`config.mk`:
```
export PLATFORM = sky130hd
export DESIGN_NAME = serial_clock_gen
export DESIGN_NICKNAME = d
export VERILOG_FILES = /design/src/rtl/serial_clock_gen_pkg.sv /design/src/rtl/serial_clock_gen_half_period_prescaler.sv /design/src/rtl/serial_clock_gen.sv
export SDC_FILE = /design/constraint.sdc
export NUM_CORES = 1
export LEC_CHECK = 0
export ABC_AREA = 1
export CAP_MARGIN = 10
export CORE_UTILIZATION = 50
export CTS_CLUSTER_DIAMETER = 30
export CTS_CLUSTER_SIZE = 24
export DETAILED_ROUTE_END_ITERATION = 12
export HOLD_SLACK_MARGIN = 0.12
export PLACE_DENSITY = 0.8
export SLEW_MARGIN = 20
export SYNTH_ARGS = -nofsm -noshare
export SYNTH_HDL_FRONTEND = slang
export SYNTH_SLANG_ARGS = --single-unit
export TNS_END_PERCENT = 30
```
`constraint.sdc`:
```
create_clock -name sys_clk -period 2.1 [get_ports sys_clk]
set_clock_uncertainty 0.1 [all_clocks]
set_input_delay 0.21 -clock sys_clk [delete_from_list [all_inputs] [get_ports sys_clk]]
set_output_delay 0.21 -clock sys_clk [all_outputs]
set_load 0.02 [all_outputs]
```
`src/rtl/serial_clock_gen_pkg.sv`:
```
// Shared definitions for the serial clock generator and the bus-side modules
// that reuse its state encodings and width helper.
package serial_clock_gen_pkg;

  typedef enum logic {
    ST_IDLE = 1'b0,
    ST_RUN  = 1'b1
  } state_t;

  // Number of bits needed to hold values 0..value-1 (0 for value <= 1).
  function automatic int clog2(input int value);
    int r;
    r = 0;
    for (int v = value - 1; v > 0; v = v >> 1) begin
      r++;
    end
    return r;
  endfunction

endpackage

```
`src/rtl/serial_clock_gen_half_period_prescaler.sv`:
```
// Half-period prescaler: pulses tick once every CLK_DIV cycles while enabled,
// and clears/holds its count at zero while disabled.
module half_period_prescaler
  import serial_clock_gen_pkg::*;
#(
  parameter int CLK_DIV = 4
) (
  input  logic sys_clk,
  input  logic rst,
  input  logic en,
  output logic tick
);

  localparam int CW = (clog2(CLK_DIV) < 1) ? 1 : clog2(CLK_DIV);
  localparam logic [CW-1:0] LAST = CW'(CLK_DIV - 1);

  logic [CW-1:0] cnt_q;

  always_ff @(posedge sys_clk) begin
    if (rst || !en) begin
      cnt_q <= '0;
    end else if (cnt_q == LAST) begin
      cnt_q <= '0;
    end else begin
      cnt_q <= cnt_q + 1'b1;
    end
  end

  assign tick = en && (cnt_q == LAST);

endmodule

```
`src/rtl/serial_clock_gen.sv`:
```
// Burst serial-clock generator: drives N sclk periods at sys_clk/(2*CLK_DIV)
// with single-cycle strobes coincident with each registered sclk transition.
module serial_clock_gen
  import serial_clock_gen_pkg::*;
#(
  parameter int CLK_DIV   = 4,
  parameter bit CPOL      = 1'b0,
  parameter int CNT_WIDTH = 8
) (
  input  logic                 sys_clk,
  input  logic                 rst,
  input  logic                 start,
  input  logic [CNT_WIDTH-1:0] num_cycles,
  output logic                 sclk,
  output logic                 lead_edge,
  output logic                 trail_edge,
  output logic                 busy,
  output logic                 done
);

  state_t                 state_q;
  state_t                 state_d;
  logic                   tick;
  logic                   accept;
  logic                   edge_now;
  logic [CNT_WIDTH-1:0]   rem_q;
  logic                   sclk_q;
  logic                   lead_q;
  logic                   trail_q;
  logic                   done_q;

  half_period_prescaler #(
    .CLK_DIV(CLK_DIV)
  ) u_prescaler (
    .sys_clk(sys_clk),
    .rst    (rst),
    .en     (busy),
    .tick   (tick)
  );

  assign accept = (state_q == ST_IDLE) && start;
  // The done cycle is still RUN; with CLK_DIV=1 tick is high there too, so it must not toggle.
  assign edge_now = (state_q == ST_RUN) && !done_q && tick;

  always_ff @(posedge sys_clk) begin
    if (rst) begin
      state_q <= ST_IDLE;
    end else begin
      state_q <= state_d;
    end
  end

  always_comb begin
    state_d = state_q;
    unique case (state_q)
      ST_IDLE: if (start)  state_d = ST_RUN;
      ST_RUN:  if (done_q) state_d = ST_IDLE;
      default: state_d = ST_IDLE;
    endcase
  end

  always_comb begin
    busy = (state_q == ST_RUN);
  end

  always_ff @(posedge sys_clk) begin
    if (rst) begin
      sclk_q  <= CPOL;
      lead_q  <= 1'b0;
      trail_q <= 1'b0;
      done_q  <= 1'b0;
      rem_q   <= '0;
    end else begin
      lead_q  <= 1'b0;
      trail_q <= 1'b0;
      done_q  <= 1'b0;
      if (state_q == ST_IDLE) begin
        sclk_q <= CPOL;
        if (accept) begin
          rem_q  <= num_cycles;
          // A zero-length burst completes in its single busy cycle.
          done_q <= (num_cycles == '0);
        end
      end else if (edge_now) begin
        sclk_q <= ~sclk_q;
        if (sclk_q == CPOL) begin
          lead_q <= 1'b1;
        end else begin
          trail_q <= 1'b1;
          rem_q   <= (rem_q != '0) ? rem_q - 1'b1 : rem_q;
          done_q  <= (rem_q == CNT_WIDTH'(1));
        end
      end
    end
  end

  assign sclk       = sclk_q;
  assign lead_edge  = lead_q;
  assign trail_edge = trail_q;
  assign done       = done_q;

endmodule

```
# Yosys cells after proc, flatten, opt, wreduce, memory -nomap -nowiden

Cells that the tools add are included.

Muxes and demuxes: 14
Eq/ne operators: 5
Reductions and logical operators: 14
Add/sub/neg operators: 2
Bitwise operators: 3

Operator list:

| kind                                                                   | count |
|---|---|
| 8-bit two-way mux                                                      | 5 |
| 8-bit by 1-bit equality test with 1-bit output (second input constant) | 1 |
| 8-bit zero test                                                        | 1 |
| 1-bit two-way mux                                                      | 8 |
| 8-bit nonzero test                                                     | 1 |
| 8-bit by 1-bit subtractor with 8-bit output (second input constant)    | 1 |
| 2-bit by 1-bit != test with 1-bit output (second input constant)       | 3 |
| 1-bit logical AND                                                      | 4 |
| 4-bit AND reduction                                                    | 1 |
| 2-bit OR reduction                                                     | 2 |
| 1-bit inverter                                                         | 3 |
| 3-bit OR reduction                                                     | 1 |
| 2-bit by 1-bit adder with 2-bit output (second input constant)         | 1 |
| 2-bit equality test (second input constant)                            | 1 |
| 1-bit zero test                                                        | 2 |
| 1-bit one-hot mux with 2 select lines                                  | 1 |
| 2-bit nonzero test                                                     | 1 |
| 1-bit logical OR                                                       | 1 |

Bits in registers: 15
Logic and storage cells: 45

# Depth between registers and ports, before layout

Depth after elaboration: 5
Mapped depth: 10
Mapped depth without buffers: 10

# Modules after synthesis

Synthesis repeated with hierarchy kept, for this count alone.

Cell total of the unflattened synthesis: 132
Area total of the unflattened synthesis: 905.9 sq um

Modules (own cells, without submodules):

| module                | instances | area each (sq um) | seq. area each (sq um) | cells an instance |
|---|---|---|---|---|
| serial_clock_gen      | 1         | 817.0             | 260.2                  | 121 |
| half_period_prescaler | 1         | 88.8              | 40.0                   | 11 |

# Worst setup path after synthesis

Ideal clock, no wire load.

Kind: register -> register
Start: register state_q, in the netlist busy
End: register rem_q[3]
Stages on the path, launching flop included: 9
Data required time: 1.885 ns
Setup slack: 0.672 ns
Arrival: 1.214 ns
Buffers on the path: 1
Cells stage by stage: dfxtp_1 -> nand3_2 -> nor2_4 -> o21ai_2 -> nand2_2 -> buf_6 -> nand3_1 -> inv_1 -> nor2_1

Cells in the longest elaborated chain, start to end: 4
Elaborated cells between the ends (all ways): 11
Classes of those cells: 3 x eq/ne; 1 x mux; 1 x bitwise; 6 x reduce/logical

RTL lines:

| item                                                                                     | RTL line                                       | RTL |
|---|---|---|
| from (decl)                                                                              | serial_clock_gen.sv:21                         | `state_t state_q;` |
| from (signal assigned)                                                                   | serial_clock_gen.sv:49                         | `state_q <= state_d;` |
| 1-bit logical AND, or another cell as far along                                          | serial_clock_gen.sv:43                         | `assign edge_now = (state_q == ST_RUN) && !done_q && tick;` |
| 1-bit logical AND, on equally long branches                                              | serial_clock_gen.sv:43, serial_clock_gen.sv:41 |  |
| 2-bit by 1-bit != test with 1-bit output (no line) or 2-bit nonzero test (tied branches) | n/a                                            |  |
| 4-bit AND reduction (no line)                                                            | n/a                                            |  |
| to (signal assigned)                                                                     | serial_clock_gen.sv:80                         | `rem_q <= num_cycles;` |
| to (signal assigned)                                                                     | serial_clock_gen.sv:90                         | `rem_q <= (rem_q != '0) ? rem_q - 1'b1 : rem_q;` |
| to (decl)                                                                                | serial_clock_gen.sv:26                         | `logic [CNT_WIDTH-1:0] rem_q;` |

Parallel ways exist; a longest one is shown, timed or not.
A chain may end at the register's enable or synchronous reset.

# Worst setup path after layout

Start: register state_q, in the netlist busy
End: output busy

RTL lines:

| item      | RTL line               | RTL |
|---|---|---|
| to (decl) | serial_clock_gen.sv:17 | `output logic busy,` |

No word-level cell between the ends.

==> run metrics <==
Critical Path Sink Type primary output; vertical die dimension between 40 and 50 µm; critical path data arrival time about 1.4 ns; total number of vias approximately 860; post-synthesis sequential area ratio around a third; critical-path maximum fanout 5; Tightest Hold Check Type flip-flop to flip-flop; TritonCTS Sinks 15; residual antenna-violating net count after detailed routing 0; Final Net Count 160; Min-Delay Endpoint u_prescaler.cnt_q[0]; Max stage delay on crit path roughly 0.63 ns; total of endpoints with negative setup slack in the final report 0; worst-case headroom to the max-slew limit around three quarters; via count of the first global-routing pass 770; Inserted Diodes 0; wire length of the first global-routing pass roughly 3400 µm; die footprint 0.00190 mm²; buffer type at the clock tree root clkbuf_4; worst reg2reg endpoint rem_q[5]; cell count after synthesis about 130; relative contribution of the clock network to total power about a quarter; Fill cells between 150 and 200; max-slew violation count 0; switching power total roughly 0.22 mW; DP Wirelength ~1500 µm; Hold Path Stages 1; maximum buffer depth of the clock tree 2; Int Power about 0.44 mW; register clock-pin slew on the reported worst setup and hold paths 0.09 ns; startpoint of the lowest-slack hold path u_prescaler.cnt_q[0]; period utilization ~80%; Unique masters post-synth 25; critical-path cell with the highest stage delay clkdlybuf4s50_1; count of endpoints failing hold in the final timing report 0; beginning of the worst register-to-register path rem_q[0]; number of flops mapped to enable cells by yosys 0; row count 14; static leakage between 0.4 and 0.5 nW; gate family responsible for the most delay along the worst path buffers and inverters; worst vdd rail ir drop approximately 0.43 mV; max-cap check violation count 0; final critical-path required period between 1.5 and 2 ns; power density over the cells ~630 mW/mm²; number of gates resized after cts 0; number of violations reported at the end of detailed-routing iteration 0 18; number of antenna violations at the first check in global routing 0; post-DR wirelength/cell roughly 13 µm; total congestion overflow after global routing 0; Switching Fraction around a third; insertion delay of the later-clocked pin in the worst-skew pair between 0.2 and 0.3 ns; sequential group share of total power just under 50%; crit path kind flip-flop to primary output; highest clock rate a little over 600 MHz; most used flip-flop cell after synthesis dfxtp_1; outcome complete, but fails checks; Fin Setup TNS 0 ns; die outline width ~44 µm; TritonCTS buffer count 3; proportion of layout cells with a drive suffix above 1 10.4%; leading cell types in the layout, fill and taps excluded 21 x nor2_1, 20 x nand2_1, 18 x inv_1, 15 x dfxtp_1, 15 x clkdlybuf4s50_1; count of state elements after synthesis 15; crit path cell chain clkdlybuf4s50_1; leading cell type in the layout, fill and taps excluded nor2_1; gp weighted congestion slightly below 0.9; number of vias per cell after detailed routing approximately 5.4; buffers inserted by post-CTS timing repair 0; number of buffers added on ports 15; Post-route DRC 1; data required time at the worst endpoint 1.79 ns; post-placement cell area between 0.001 and 0.0015 mm²; buffers and inverters on the worst path 1; Synthesized Nets approximately 140; unrepaired setup endpoints after global routing no; Combinational Power Share 25.1%; number of optimization iterations in the first detailed-route pass 9; Core ar. between 0.0015 and 0.002 mm²; Post-Syn Area per Cell 6.81 µm²; total routing usage reported by global routing 24.2%; post-route standard cell area excluding fillers 0.00105 mm²; Register-to-Register Setup Slack 0.50 ns; yosys synthesis warning count 0; Boundary Pins 16; startpoint types flip-flop; worst-margin pin slew approximately 0.34 ns; pin count of the biggest net entering global routing 14; Layout area overhead 21.4%; starting density of the core 55.5%; r2r worst-path depth 8; clock tree from TritonCTS built; Max H-tree Level 1; Synth async-reset ratio 0%; final WL roughly 2000 µm; Cell Area, Synth 865 µm²; number of hold-repair buffers added at the cts stage 0; violated checks design-rule violations
kinds of logic (layout without fill, tap and decap cells):
logic type / count (synthesis) / after routing / share of synthesized area (%)
adder cells (fa/ha/maj): 4 / 4 / 5.79
flip-flops: 15 / 15 / 34.7
buffers and inverters: 21 / 38 / 10.1
AO/OA/AOI/OAI: 22 / 22 / 14.2
AND/OR/NAND/NOR: 65 / 65 / 35.2
through the flow:
stage / util, % / hold WS (ns) / cells / worst slack [ns] / total power [mW]
6_report: 67.3 / 0.330 / 160 / 0.443 / 0.661
5_1_grt: 67.3 / 0.360 / 160 / 0.369 / 0.689
4_1_cts: 67.3 / 0.333 / 160 / 0.455 / 0.657
3_5_place_dp: 65.6 / 0.319 / 156 / 0.524 / 0.489
3_3_place_gp: 65.6 / 0.307 / 156 / 0.556 / 0.488
2_1_floorplan: - / 0.279 / 127 / 0.672 / 0.440
final cells by class:
| cell class | count | area, µm² | share of cell area (%) |
|---|---|---|---|
| inverters | 18 | 67.6 | 6.44 |
| repair buffers | 16 | 158 | 15.0 |
| clock buffers | 3 | 22.5 | 2.15 |
| well taps | 16 | 20.0 | 1.91 |
| multi-input cells | 91 | 477 | 45.4 |
| flip-flops and latches | 15 | 300 | 28.6 |
| clock inverters | 1 | 5.00 | 0.477 |
power by group through the flow:
| stage | Sequential, mW | Combinational (mW) | Clock (mW) |
|---|---|---|---|
| final | 0.322 | 0.166 | 0.173 |
| after global routing | 0.325 | 0.189 | 0.175 |
| after CTS | 0.321 | 0.165 | 0.171 |
| after detailed placement | 0.328 | 0.161 | 0 |
| after global placement | 0.327 | 0.161 | 0 |
| after floorplan | 0.325 | 0.114 | 0 |
registers in the layout, indices dropped and copies added, names as in the netlist:
name               count
rem_q                  8
lead_edge              1
done                   1
busy                   1
sclk                   1
trail_edge             1
u_prescaler.cnt_q      2
synth_stat cells (2+ instances only):
| cell | n | area [µm²] |
|---|---|---|
| nor4_1 | 2 | 12.5 |
| or2_2 | 3 | 18.8 |
| nand4_1 | 2 | 12.5 |
| o21ai_0 | 11 | 55.1 |
| dfxtp_1 | 15 | 300 |
| o21ai_1 | 2 | 10.0 |
| inv_1 | 18 | 67.6 |
| nand2_1 | 20 | 75.1 |
| a21oi_1 | 5 | 25.0 |
| nand3_2 | 2 | 20.0 |
| ha_1 | 4 | 50.1 |
| nor2_1 | 21 | 78.8 |
| nor3_1 | 3 | 15.0 |
| nand3_1 | 8 | 40.0 |
metal layers:
metal | wire length (µm) | track usage [%] | up-vias
met5 | 0 | 0 | -
met4 | 46 | 8.13 | 0
met3 | 142 | 2.50 | 7
met2 | 951 | 40.0 | 37
met1 | 882 | 32.9 | 377
li1 | - | - | 443
worst max-delay path by stage:
| stage | start | endpoint | slack [ns] | cells past startpoint |
|---|---|---|---|---|
| floorplan | busy | rem_q[3] | 0.67 | 8 |
| global placement | rem_q[0] | rem_q[7] | 0.56 | 8 |
| detailed placement | rem_q[0] | rem_q[5] | 0.52 | 8 |
| CTS | busy | busy | 0.46 | 1 |
| global route | rem_q[0] | rem_q[4] | 0.37 | 10 |
| finish | busy | busy | 0.44 | 1 |
Power figures use the tool's default switching activity.
==> patch (same settings) <==
`CLK_DIV` is set to 4 in 2 places; all go to 2.
--- a/src/rtl/serial_clock_gen_half_period_prescaler.sv
+++ b/src/rtl/serial_clock_gen_half_period_prescaler.sv
@@ -3,7 +3,7 @@
 module half_period_prescaler
   import serial_clock_gen_pkg::*;
 #(
-  parameter int CLK_DIV = 4
+  parameter int CLK_DIV = 2
 ) (
   input  logic sys_clk,
   input  logic rst,
--- a/src/rtl/serial_clock_gen.sv
+++ b/src/rtl/serial_clock_gen.sv
@@ -3,7 +3,7 @@
 module serial_clock_gen
   import serial_clock_gen_pkg::*;
 #(
-  parameter int CLK_DIV   = 4,
+  parameter int CLK_DIV   = 2,
   parameter bit CPOL      = 1'b0,
   parameter int CNT_WIDTH = 8
 ) (
Check against the original RTL: not equivalent (a bounded check fails within 4 cycles, from zero or initial values and one cycle with rst high).
==> patch against the original RTL <==
- sequential cell count is 1 lower
- power is 0.80% higher
- worst hold slack better by 0.019 ns
- sequential share of layout area is 0.68 points lower
- routed wire length is 7.6% lower
- area after synthesis is 6.1% lower
- design area is 4.4% lower
- worst setup slack worse by 0.30 ns
- largest power group unchanged
==> patch: results (changes against the original RTL) <==
Status
  – Outcome: finished, final reports clean

Finish
  – Fill cells: 127 (-16%)
  – Largest Register: rem_q
  – Layout cell share with drive strength beyond 1: 0.0845 (-0.0197)
  – Design area: 1000 um2 (-4.4%)
  – Final-stage net count: 157 (-1.9%)

Logic synthesis
  – Sequential share of the synthesized area: 0.345 (-0.00218)
  – Share of synthesized flip-flops with an asynchronous set or reset: 0 (unchanged)
  – Syn Area/Cell: 6.50 um2 (-4.6%)
  – Top cells by count, synth: nand2_1, inv_1, nor2_1, dfxtp_1, nand3_1
  – Syn Nets: 139 (-2.1%)
  – Most frequent cell after synthesis: nand2_1
  – Ranking of synthesized cells by area: dfxtp_1, nand2_1, inv_1
  – Yosys cell types: 23 (-8.0%)

GRT
  – Vias in the first global route: 756 (-1.8%)
  – Met3 track demand over resource: 0.0647 (+0.0397)
  – GR Layer Usage met2: 0.409 (+0.00923)
  – Maximum number of pins on one net before global-route repair: 16 (+2)
  – Tot GR Track Use: 0.239 (-0.00361)
  – First-pass GRT wire length: 3.16 mm (-7.5%)
  – Met1 Use GR: 0.261 (-0.0683)

Drt
  – Per-cell routed wire length: 11.8 um (-6.4%)
  – DR iter-0 viols: 51 (+33)
  – Routed WL: 1.87 mm (-7.6%)
  – Max layer used: met4
  – Metal3 WL: 105 um (-26%)
  – Avg Vias per Cell: 5.32 (-1.5%)
  – DRT met1 WL: 776 um (-12%)
  – Drt pass-1 iters: 4 (-5)
  – Metal2 WL: 936 um (-1.6%)

Power and ir drop
  – Sw power: 0.000211 W (-4.1%)
  – Clk pwr: 0.000198 W (+14%)
  – Share of power burned in registers: 0.460 (-0.027)
  – Clock group share of total power: 0.297 (+0.036)
  – Static leakage: 0.454 nW (-0.40%)
  – Peak supply drop: 0.433 mV (+0.50%)

Timing
  – Slew HR: 0.674 (-0.0960)

Setup path
  – CP max FO: 15 (+10)
  – Arr. time, crit path: 1.64 ns (+0.29 ns)
  – FF-to-FF path depth: 7 (-1)
  – CP max stage cell: clkdlybuf4s50_1
  – Crit-path max cell delay: 0.71 ns (+0.08 ns)

Placed design
  – Post-DP HPWL: 1.39 mm (-6.2%)
  – Place WS: 0.374 ns (-0.150 ns)
  – Dpl cells: 154 (-1.3%)
  – Area after DPL: 967 um2 (-5.4%)
  – Final GP Congestion: 0.915 (+2.8%)

Hold path
  – Cell depth of the worst hold path: 1 (unchanged)

CTS
  – CTS root buf: clkbuf_4
  – H-tree levels: 1 (unchanged)
patch: path summary, 6_finish.rpt:
kind                     start  slack [ns]               endpoint
max            busy$_SDFF_PP0_        0.15                   busy
min          sclk$_SDFFE_PP0P_        0.35   lead_edge$_SDFF_PP0_
max reg2reg    busy$_SDFF_PP0_        0.34  rem_q[5]$_SDFFE_PP0P_
min reg2reg  sclk$_SDFFE_PP0P_        0.35   lead_edge$_SDFF_PP0_
patch: kinds of logic after synthesis:
| family | Yosys count | synth area share |
|---|---|---|
| AO/OA/AOI/OAI | 21 | 0.139 |
| adder cells (fa/ha/maj) | 3 | 0.0462 |
| buffers and inverters | 21 | 0.106 |
| flip-flops | 14 | 0.345 |
| AND/OR/NAND/NOR | 66 | 0.364 |
patch: final cells by class:
| class | instances | area share |
|---|---|---|
| timing repair buffer | 15 | 0.150 |
| tap | 16 | 0.0200 |
| inverter | 19 | 0.0711 |
| sequential | 14 | 0.279 |
| clock buffer | 4 | 0.0362 |
| multi-input combinational | 90 | 0.444 |
